$ cat config.mk
export PLATFORM = sky130hd
export DESIGN_NAME = rv32i_mc_control
export DESIGN_NICKNAME = d
export VERILOG_FILES = /design/src/rtl/rv32i_mc_control_pkg.sv /design/src/rtl/rv32i_mem_timeout.sv /design/src/rtl/rv32i_mc_control.sv
export SDC_FILE = /design/constraint.sdc
export NUM_CORES = 1
export LEC_CHECK = 0
export BUFFER_PORTS_ARGS = -buffer_cell sky130_fd_sc_hd__buf_2
export CORE_MARGIN = 2
export CORE_UTILIZATION = 35
export CTS_CLUSTER_DIAMETER = 30
export DETAILED_ROUTE_END_ITERATION = 16
export SLEW_MARGIN = 20
export SYNTH_ARGS = -nofsm -noshare
export SYNTH_HDL_FRONTEND = slang
export SYNTH_SLANG_ARGS = --single-unit
$ cat constraint.sdc
create_clock -name clk -period 2.3 [get_ports clk]
set_input_delay 0.115 -clock clk [delete_from_list [all_inputs] [get_ports clk]]
set_output_delay 0.115 -clock clk [all_outputs]
set_load 0.005 [all_outputs]
$ cat src/rtl/rv32i_mc_control_pkg.sv
// Shared types for the RV32I multi-cycle control path: mnemonics, registers, FSM states,
// datapath select encodings and the mnemonic classifier used by the controller.
package rv32i_mc_control_pkg;

  typedef enum logic [5:0] {
    NULL, LUI, AUIPC, JAL, JALR,
    BEQ, BNE, BLT, BGE, BLTU, BGEU,
    LB, LH, LW, LBU, LHU,
    SB, SH, SW,
    ADDI, SLTI, SLTIU, XORI, ORI, ANDI, SLLI, SRLI, SRAI,
    ADD, SUB, SLL, SLT, SLTU, XOR, SRL, SRA, OR, AND,
    ECALL, EBREAK
  } RV32I_INSTRUCTION_MNEMONIC_t;

  typedef enum logic [4:0] {
    ZERO, RA, SP, GP, TP, T0, T1, T2, S0, S1,
    A0, A1, A2, A3, A4, A5, A6, A7,
    S2, S3, S4, S5, S6, S7, S8, S9, S10, S11,
    T3, T4, T5, T6
  } RV32I_REGISTER_t;

  typedef enum logic [2:0] {
    ST_FETCH  = 3'd0,
    ST_DECODE = 3'd1,
    ST_EXEC   = 3'd2,
    ST_MEM    = 3'd3,
    ST_WB     = 3'd4,
    ST_TRAP   = 3'd5
  } RV32I_MC_STATE_t;

  typedef enum logic [1:0] {PC_PLUS4, PC_IMM, PC_JALR} RV32I_PC_SEL_t;
  typedef enum logic [1:0] {WB_ALU, WB_MEM, WB_PC4, WB_IMM} RV32I_WB_SEL_t;
  typedef enum logic [1:0] {MSZ_BYTE, MSZ_HALF, MSZ_WORD} RV32I_MEM_SIZE_t;
  typedef enum logic [1:0] {TC_NONE, TC_ECALL, TC_EBREAK, TC_ILLEGAL} RV32I_TRAP_CAUSE_t;

  typedef enum logic [3:0] {
    CL_ALU_R, CL_ALU_I, CL_LOAD, CL_STORE, CL_BRANCH,
    CL_JUMP, CL_UPPER, CL_SYSTEM, CL_ILLEGAL
  } RV32I_MC_CLASS_t;

  function automatic RV32I_MC_CLASS_t mnemonic_class(input RV32I_INSTRUCTION_MNEMONIC_t mn);
    case (mn)
      ADD, SUB, SLL, SLT, SLTU, XOR, SRL, SRA, OR, AND:       return CL_ALU_R;
      ADDI, SLTI, SLTIU, XORI, ORI, ANDI, SLLI, SRLI, SRAI:   return CL_ALU_I;
      LB, LH, LW, LBU, LHU:                                   return CL_LOAD;
      SB, SH, SW:                                             return CL_STORE;
      BEQ, BNE, BLT, BGE, BLTU, BGEU:                         return CL_BRANCH;
      JAL, JALR:                                              return CL_JUMP;
      LUI, AUIPC:                                             return CL_UPPER;
      ECALL, EBREAK:                                          return CL_SYSTEM;
      default:                                                return CL_ILLEGAL;
    endcase
  endfunction

  function automatic RV32I_MEM_SIZE_t mem_size_of(input RV32I_INSTRUCTION_MNEMONIC_t mn);
    case (mn)
      LB, LBU, SB: return MSZ_BYTE;
      LH, LHU, SH: return MSZ_HALF;
      default:     return MSZ_WORD;
    endcase
  endfunction

endpackage

$ cat src/rtl/rv32i_mem_timeout.sv
// Counts stalled memory-request cycles and flags the cycle on which the wait budget runs out.
// MEM_TIMEOUT of 0 disables expiry; a ready arriving on the last allowed cycle suppresses it.
module rv32i_mem_timeout #(
  parameter int unsigned MEM_TIMEOUT = 16
) (
  input  logic clk,
  input  logic rst_n,
  input  logic req_i,
  input  logic ready_i,
  output logic expired_o
);

  localparam int unsigned CW = (MEM_TIMEOUT > 1) ? $clog2(MEM_TIMEOUT) : 1;
  localparam logic [CW-1:0] LAST = CW'(MEM_TIMEOUT - 1);

  logic [CW-1:0] cnt_q;
  logic [CW-1:0] cnt_d;

  // Dropping req means the controller left FETCH/MEM, so the budget restarts there too.
  always_comb begin
    cnt_d = cnt_q;
    if (!req_i || ready_i) begin
      cnt_d = '0;
    end else begin
      cnt_d = cnt_q + CW'(1);
    end
  end

  always_ff @(posedge clk or negedge rst_n) begin
    if (!rst_n) begin
      cnt_q <= '0;
    end else begin
      cnt_q <= cnt_d;
    end
  end

  assign expired_o = (MEM_TIMEOUT != 0) && req_i && !ready_i && (cnt_q == LAST);

endmodule

$ cat src/rtl/rv32i_mc_control.sv
// Multi-cycle RV32I control FSM: fetch/decode/exec/mem/wb over one shared memory port.
// Optional RV32I_MC_CTRL_PERF_EN adds cycle_cnt/instret_cnt performance counters.
module rv32i_mc_control
  import rv32i_mc_control_pkg::*;
#(
  parameter int unsigned MEM_TIMEOUT = 16
) (
  input  logic                        clk,
  input  logic                        rst_n,
  input  RV32I_INSTRUCTION_MNEMONIC_t mnemonic,
  input  RV32I_REGISTER_t             rd_addr,
  input  logic                        br_taken,
  input  logic                        mem_ready,
  output logic                        ir_we,
  output logic                        pc_we,
  output logic [1:0]                  pc_sel,
  output logic                        mem_req,
  output logic                        mem_we,
  output logic [1:0]                  mem_size,
  output logic                        mem_unsigned,
  output logic                        addr_sel,
  output logic                        alu_a_sel,
  output logic                        alu_b_sel,
  output logic [1:0]                  wb_sel,
  output logic                        rf_we,
  output logic                        trap,
  output logic [1:0]                  trap_cause,
  output logic [2:0]                  state
`ifdef RV32I_MC_CTRL_PERF_EN
  ,
  output logic [31:0]                 cycle_cnt,
  output logic [31:0]                 instret_cnt
`endif
);

  RV32I_MC_STATE_t   state_q, state_d;
  RV32I_TRAP_CAUSE_t cause_q, cause_d;
  logic              trap_q;
  RV32I_MC_CLASS_t   cls;
  logic              tmo_expired;

  assign cls = mnemonic_class(mnemonic);

  rv32i_mem_timeout #(
    .MEM_TIMEOUT(MEM_TIMEOUT)
  ) u_mem_timeout (
    .clk      (clk),
    .rst_n    (rst_n),
    .req_i    (mem_req),
    .ready_i  (mem_ready),
    .expired_o(tmo_expired)
  );

  always_comb begin
    state_d      = state_q;
    cause_d      = cause_q;
    ir_we        = 1'b0;
    pc_we        = 1'b0;
    pc_sel       = PC_PLUS4;
    mem_req      = 1'b0;
    mem_we       = 1'b0;
    mem_size     = MSZ_BYTE;
    mem_unsigned = 1'b0;
    addr_sel     = 1'b0;
    alu_a_sel    = 1'b0;
    alu_b_sel    = 1'b0;
    wb_sel       = WB_ALU;
    rf_we        = 1'b0;

    case (state_q)
      ST_FETCH: begin
        mem_req  = 1'b1;
        mem_size = MSZ_WORD;
        if (mem_ready) begin
          ir_we   = 1'b1;
          state_d = ST_DECODE;
        end else if (tmo_expired) begin
          state_d = ST_TRAP;
          cause_d = TC_ILLEGAL;
        end
      end

      ST_DECODE: state_d = ST_EXEC;

      ST_EXEC: begin
        case (cls)
          CL_ALU_R: state_d = ST_WB;
          CL_ALU_I: begin
            alu_b_sel = 1'b1;
            state_d   = ST_WB;
          end
          CL_LOAD, CL_STORE: begin
            alu_b_sel = 1'b1;
            state_d   = ST_MEM;
          end
          CL_UPPER: begin
            if (mnemonic == AUIPC) begin
              alu_a_sel = 1'b1;
              alu_b_sel = 1'b1;
            end
            state_d = ST_WB;
          end
          CL_BRANCH: begin
            pc_we   = 1'b1;
            pc_sel  = br_taken ? PC_IMM : PC_PLUS4;
            state_d = ST_FETCH;
          end
          CL_JUMP: begin
            pc_sel  = (mnemonic == JALR) ? PC_JALR : PC_IMM;
            state_d = ST_WB;
          end
          CL_SYSTEM: begin
            state_d = ST_TRAP;
            cause_d = (mnemonic == ECALL) ? TC_ECALL : TC_EBREAK;
          end
          default: begin
            state_d = ST_TRAP;
            cause_d = TC_ILLEGAL;
          end
        endcase
      end

      ST_MEM: begin
        mem_req      = 1'b1;
        addr_sel     = 1'b1;
        mem_we       = (cls == CL_STORE);
        mem_size     = mem_size_of(mnemonic);
        mem_unsigned = (mnemonic == LBU) || (mnemonic == LHU);
        if (mem_ready) begin
          if (cls == CL_STORE) begin
            pc_we   = 1'b1;
            state_d = ST_FETCH;
          end else begin
            state_d = ST_WB;
          end
        end else if (tmo_expired) begin
          state_d = ST_TRAP;
          cause_d = TC_ILLEGAL;
        end
      end

      ST_WB: begin
        rf_we = (rd_addr != ZERO);
        pc_we = 1'b1;
        case (cls)
          CL_LOAD: wb_sel = WB_MEM;
          CL_JUMP: begin
            wb_sel = WB_PC4;
            pc_sel = (mnemonic == JALR) ? PC_JALR : PC_IMM;
          end
          CL_UPPER: wb_sel = (mnemonic == LUI) ? WB_IMM : WB_ALU;
          default:  wb_sel = WB_ALU;
        endcase
        state_d = ST_FETCH;
      end

      ST_TRAP: state_d = ST_TRAP;

      default: state_d = ST_FETCH;
    endcase
  end

  // trap is registered alongside the state so it is high exactly while the FSM sits in TRAP.
  always_ff @(posedge clk or negedge rst_n) begin
    if (!rst_n) begin
      state_q <= ST_FETCH;
      cause_q <= TC_NONE;
      trap_q  <= 1'b0;
    end else begin
      state_q <= state_d;
      cause_q <= cause_d;
      trap_q  <= (state_d == ST_TRAP);
    end
  end

  assign trap       = trap_q;
  assign trap_cause = cause_q;
  assign state      = state_q;

`ifdef RV32I_MC_CTRL_PERF_EN
  logic [31:0] cycle_cnt_q;
  logic [31:0] instret_cnt_q;

  always_ff @(posedge clk or negedge rst_n) begin
    if (!rst_n) begin
      cycle_cnt_q   <= '0;
      instret_cnt_q <= '0;
    end else begin
      if (state_q != ST_TRAP) cycle_cnt_q <= cycle_cnt_q + 32'd1;
      if (pc_we) instret_cnt_q <= instret_cnt_q + 32'd1;
    end
  end

  assign cycle_cnt   = cycle_cnt_q;
  assign instret_cnt = instret_cnt_q;
`endif

endmodule

### Word level (Yosys, flattened, before mapping)

Memories as Yosys holds them, arrays and structs flattened.
Cells that the tools add are included.

* register bits: 10
* bits in read-only memories: 256
* bits of input ports: 15
* output and inout bits: 21
* memories: 1

* $add $sub $neg: 1
* equal/unequal tests: 27
* mux-type cells: 38
* reductions and logical operators: 18

Memory list
* (name not given): words 64, bits a word 4, read ports 1, clocked after memory_dff 0, wr ports 0, RTL line rv32i_mc_control_pkg.sv:42 `case (mn)`

Operator list (number)
* $eq 6x4->1 const B: 4
* $pmux 2 s2: 6
* $eq 4x3->1 const B: 4
* $mux 1: 15
* $pmux 3 s5: 1
* $mux 2: 7
* $eq 6x5->1 const B: 2
* $mux 3: 4
* $eq 3x3->1 const B: 3
* $pmux 3 s3: 1
* $reduce_or 3->1: 3
* $eq 4x2->1 const B: 2
* $reduce_or 7->1: 1
* $eq 3x2->1 const B: 2
* $eq 6x1->1 const B: 1
* $eq 6x2->1 const B: 1
* $eq 6x3->1 const B: 1
* $eq 6x6->1 const B: 1
* $pmux 2 s3: 1
* $reduce_bool 5->1: 1
* $add 4x1->4 const B: 1
* $eq 4x1->1 const B: 1
* $eq 4x4->1 const B: 1
* $logic_not 4->1: 1
* other kinds (14): 19

### Longest topological paths before layout

* word-level depth: 9
* mapped depth: 9
* depth with buffers taken out: 8

### Cells and area by module

A second synthesis with hierarchy kept.

* cells, all modules: 154
* area, all modules: 1177.4 µm²

By module, submodules not included
* rv32i_mc_control: times used 1, cells each 137, area an instance 993.5 µm²
* rv32i_mem_timeout: times used 1, cells each 17, area an instance 183.9 µm²

### Worst setup path before layout

Ideal clock, no wire load.

* path kind: input -> register
* start: input port mnemonic[0]
* end: register cause_q[0], in the netlist trap_cause[0]
* library setup time: 0.128 ns
* data arrival time: 1.761 ns
* slack: 0.412 ns
* cell stages on the path: 8
* path buffers: 0
* cells stage by stage: inv_1 > ha_1 > nand2b_1 > mux2_2 > a221o_2 > a21oi_1 > a311o_1 > mux2_1

* longest elaborated chain between the ends: 5

RTL lines
* from (decl): RTL line rv32i_mc_control.sv:10 `input RV32I_INSTRUCTION_MNEMONIC_t mnemonic,`
* $mem_v2 64x4
* $eq 4x2->1, or another cell as far along: RTL line rv32i_mc_control.sv:86 `case (cls)`
* $reduce_or 7->1 (no line)
* $pmux 2 s2 or $ne 2x2->1 (tied branches)
* $pmux 2 s2 or $reduce_and 4->1 (tied branches)
* to (signal assigned): RTL line rv32i_mc_control.sv:171 `cause_q <= cause_d;`
* to (decl): RTL line rv32i_mc_control.sv:37 `RV32I_TRAP_CAUSE_t cause_q, cause_d;`

Several ways; a longest one is shown, not always the timed one.
A chain may end at the register's enable or synchronous reset.

### Worst setup path after layout

* start: input port mnemonic[1]
* end: output port pc_we

* longest elaborated chain between the ends: 5

RTL lines
* $mem_v2 64x4 (*)
* $eq 4x2->1: RTL line rv32i_mc_control.sv:130 `if (cls == CL_STORE) begin`
* $mux 1: RTL line rv32i_mc_control.sv:130
* $mux 1: RTL line rv32i_mc_control.sv:129 `if (mem_ready) begin`
* $pmux 1 s3 (*): RTL line rv32i_mc_control.sv:70 `case (state_q)`
* to (decl): RTL line rv32i_mc_control.sv:15 `output logic pc_we,`

Mark *: on every way between the ends. The rest lies on a longest branch, timed or not.

==> impl_metrics.csv <==
group,metric,value,unit
timing,maxSlewHeadroom,72.3,%
power_and_ir_drop,p_leak,0.576,nW
synthesis,async_flop_share,100,%
critical_path,worstReg2RegStart,"state[1]$_DFF_PN0_",
global_route,antenna_found_initial,0,
critical_path,critPathLaunchType,"input port",
critical_path,reg2reg_slack,0.32,ns
global_route,grt_max_degree,15,
finish,syn_to_final_growth,20.9,%
clock_tree,clk_pin_slew_worst_paths,0.06,ns
clock_tree,ctsLongestPathBuffers,2,
timing,fmax,0.475,GHz
min_path,worstHoldPathType,"input port to asynchronous set/reset pin",
timing,hold_violations,0,
synthesis,synthesis.area,1120,um2
finish,final_core_util,44.5,%
clock_tree,insertion_delay,0.26,ns
clock_tree,cts_tree,"done",
die,initial_core_util,36.8,%
timing,period_minus_slack,2.10,ns
global_route,use_met3,2.35,%
place,dp.final_hpwl,2.25,mm
global_route,grtUsageMet2,27.8,%
timing,tns,0,ns
critical_path,worstSetupPathType,"input port to primary output",
timing,slew_violations,0,
synthesis,synth_fp_nets,160,
synthesis,yosys.area.top_type,"dfrtp_1",
clock_tree,numCtsBuffers,3,
synthesis,synth_flop_cell,"dfrtp_1",
global_route,overflow,0,
timing,min_period_over_period,91.5,%
detailed_routing,totalWireLength,2.86,mm
status,outcome,"finished clean",
critical_path,cp.required,2.18,ns
synthesis,ys_types,53,
detailed_routing,vias_per_cell,5.30,
finish,final-seq-area,250,um2
detailed_routing,drt_iter0_drc,34,
global_route,grt_pass1_wl,4.65,mm
timing,worstMarginPinSlew,0.414,ns
finish,diodes,0,
synthesis,synth_edf_count,0,
timing,finClkSkew,0.00300,ns
critical_path,reg2reg_to,"trap_cause[1]$_DFFE_PN0P_",
die,fp.dieW,60.7,um
place,portBuffers,35,
die,rows,20,
clock_tree,cts_sinks,10,
critical_path,crit_end,"pc_we",
global_route,grt-busiest-layer,"met2",
global_route,first_global_vias,1083,
clock_tree,cts_root_buf,"clkbuf_4",
job,cap_viol_max_count,0,
synthesis,yosysSeqAreaShare,22.3,%
global_route,grt_util_all_layers,16.5,%
finish,fillers,322,
detailed_routing,drtPass1Iterations,4,
detailed_routing,postRouteAntennaNets,0,
timing,setup_violations,0,
die,core,3050,um2
synthesis,avgSynthCellArea,8.08,um2
detailed_routing,drc,0,
synthesis,synth_cells,139,
critical_path,critical_path.startpoint,"mnemonic[1]",
finish,drive_gt1_share,30.1,%
detailed_routing,routedWlPerCell,13.2,um
die,die_y,60.7,um
detailed_routing,via_count,1150,
synthesis,synthMostInstantiatedCell,"nor2_1",
global_route,grt_use_met1,21.4,%
critical_path,critical_path.max_fanout,8,
clock_tree,cts_max_level,1,
synthesis,synth_top_area_share,22.3,%
synthesis,yosys-top-cells-area,"dfrtp_1 22%, ha_1 6.7%, nor2_1 5.0%, nand3_1 4.5%, nand2_1 4.0%",
finish,nets,195,
synthesis,synth_common_cells,"15 x nor2_1, 12 x nand2_1, 10 x dfrtp_1, 10 x nand3_1",
power_and_ir_drop,peakVddDrop,0.214,mV
clock_tree,cts_setup_buffers,0,
synthesis,synth_seq_cells,10,
finish,multi_input_area,813,um2
critical_path,end_kind,"primary output",
place,gp_congestion,0.819,
power_and_ir_drop,power_density,326,nW/um2
die,ios,36,
critical_path,reg2regPathDepth,5,
die,die-area,3680,um2
synthesis,yosysWarnings,0,
critical_path,cp.arrival,1.99,ns
timing,grt_setup_unrepaired,"no",
-- critical path, cell delays in order --
cell and delay [ns]:
buf_2 0.14, inv_1 0.08, ha_1 0.23, nand2b_1 0.09, mux2_2 0.29, a221o_2 0.47, nor3_2 0.23, nand3_1 0.10
o211ai_1 0.09, buf_2 0.14
-- how the worst min path moves through the flow --
| stage | start | to | slack [ns] |
|---|---|---|---|
| after global routing | rst_n | state[1]$_DFF_PN0_ | 0.25 |
| after detailed placement | rst_n | state[2]$_DFF_PN0_ | -0.02 |
| final | rst_n | state[1]$_DFF_PN0_ | 0.23 |
| after floorplan | rst_n | state[0]$_DFF_PN0_ | -0.18 |
| after global placement | rst_n | trap$_DFF_PN0_ | -0.02 |
| after CTS | rst_n | state[1]$_DFF_PN0_ | 0.23 |
-- report_power, final --
part	total [W]	switching [W]	leakage [nW]	internal [W]
Clock	0.000153	0.0000574	0.0210	0.0000960
Sequential	0.000179	0.000000987	0.119	0.000178
Combinational	0.000112	0.0000681	0.436	0.0000434
Total	0.000444	0.000127	0.576	0.000317
-- timing repair --
| action | 4_1_cts | 5_1_grt |
|---|---|---|
| hold buffers | 1 | 0 |
| gates resized for setup | 0 | 1 |
| hold endpoints to repair | 10 | 0 |
| setup endpoints to repair | 0 | 1 |
-- through the flow --
step           instances  setup slack [ns]  total power (W)  instance area, um2  hold slack, ns
4_1_cts              217             0.145         0.000452                1350           0.226
6_report             217             0.195         0.000444                1360           0.231
5_1_grt              217            0.0345         0.000473                1360           0.251
2_1_floorplan        139             0.412         0.000260                1120          -0.181
3_5_place_dp         212            0.0923         0.000291                1310         -0.0202
3_3_place_gp         212             0.170         0.000287                1310         -0.0215
-- placed cells by master, fill, tap and decap left out, drive strengths merged, types with 2 or more instances in the layout --
| cell | Yosys | routed |
|---|---|---|
| mux2 | 4 | 4 |
| dfrtp | 10 | 10 |
| nand2 | 12 | 12 |
| or2 | 3 | 3 |
| nor3 | 6 | 6 |
| and3 | 2 | 2 |
| a21boi | 2 | 2 |
| o31ai | 3 | 3 |
| ha | 6 | 6 |
| a31oi | 2 | 2 |
| nor2b | 3 | 3 |
| o21ai | 4 | 4 |
| nor4 | 2 | 2 |
| nor3b | 6 | 6 |
| nand3 | 10 | 10 |
| o21a | 3 | 3 |
| nor2 | 16 | 16 |
| a22o | 2 | 2 |
| a211o | 2 | 2 |
| clkbuf | 1 | 4 |
| nand2b | 5 | 5 |
| inv | 5 | 5 |
| a21oi | 5 | 5 |
| buf | 5 | 35 |
-- cell type report --
type                            instances  share of cell area (%)
Multi-Input combinational cell        118                    59.9
Tap cell                               44                    4.05
Inverter                                5                    1.38
Sequential cell                        10                    18.4
Clock buffer                            4                    2.67
Timing Repair Buffer                   36                    13.6
-- per-layer routing --
| layer | part of all wire, % | routed length, um |
|---|---|---|
| met1 | 47 | 1350 |
| met4 | 0.63 | 18 |
| met2 | 48 | 1360 |
| met3 | 4.4 | 126 |
| met5 | 0 | 0 |
-- cell families after synthesis --
kind of cell	count (synthesis)	share of synthesized area (%)
mux	5	4.90
simple gates	69	33.7
compound gates	36	25.1
flops	10	22.3
fa+ha+maj	6	6.68
buf+inv	11	5.79
xor+xnor	2	1.56
-- flip-flops by register name (all words and copies together), names as in the netlist --
register,flops
u_mem_timeout.cnt_q,4
state,3
trap,1
trap_cause,2
(Power assumes the default switching activity.)
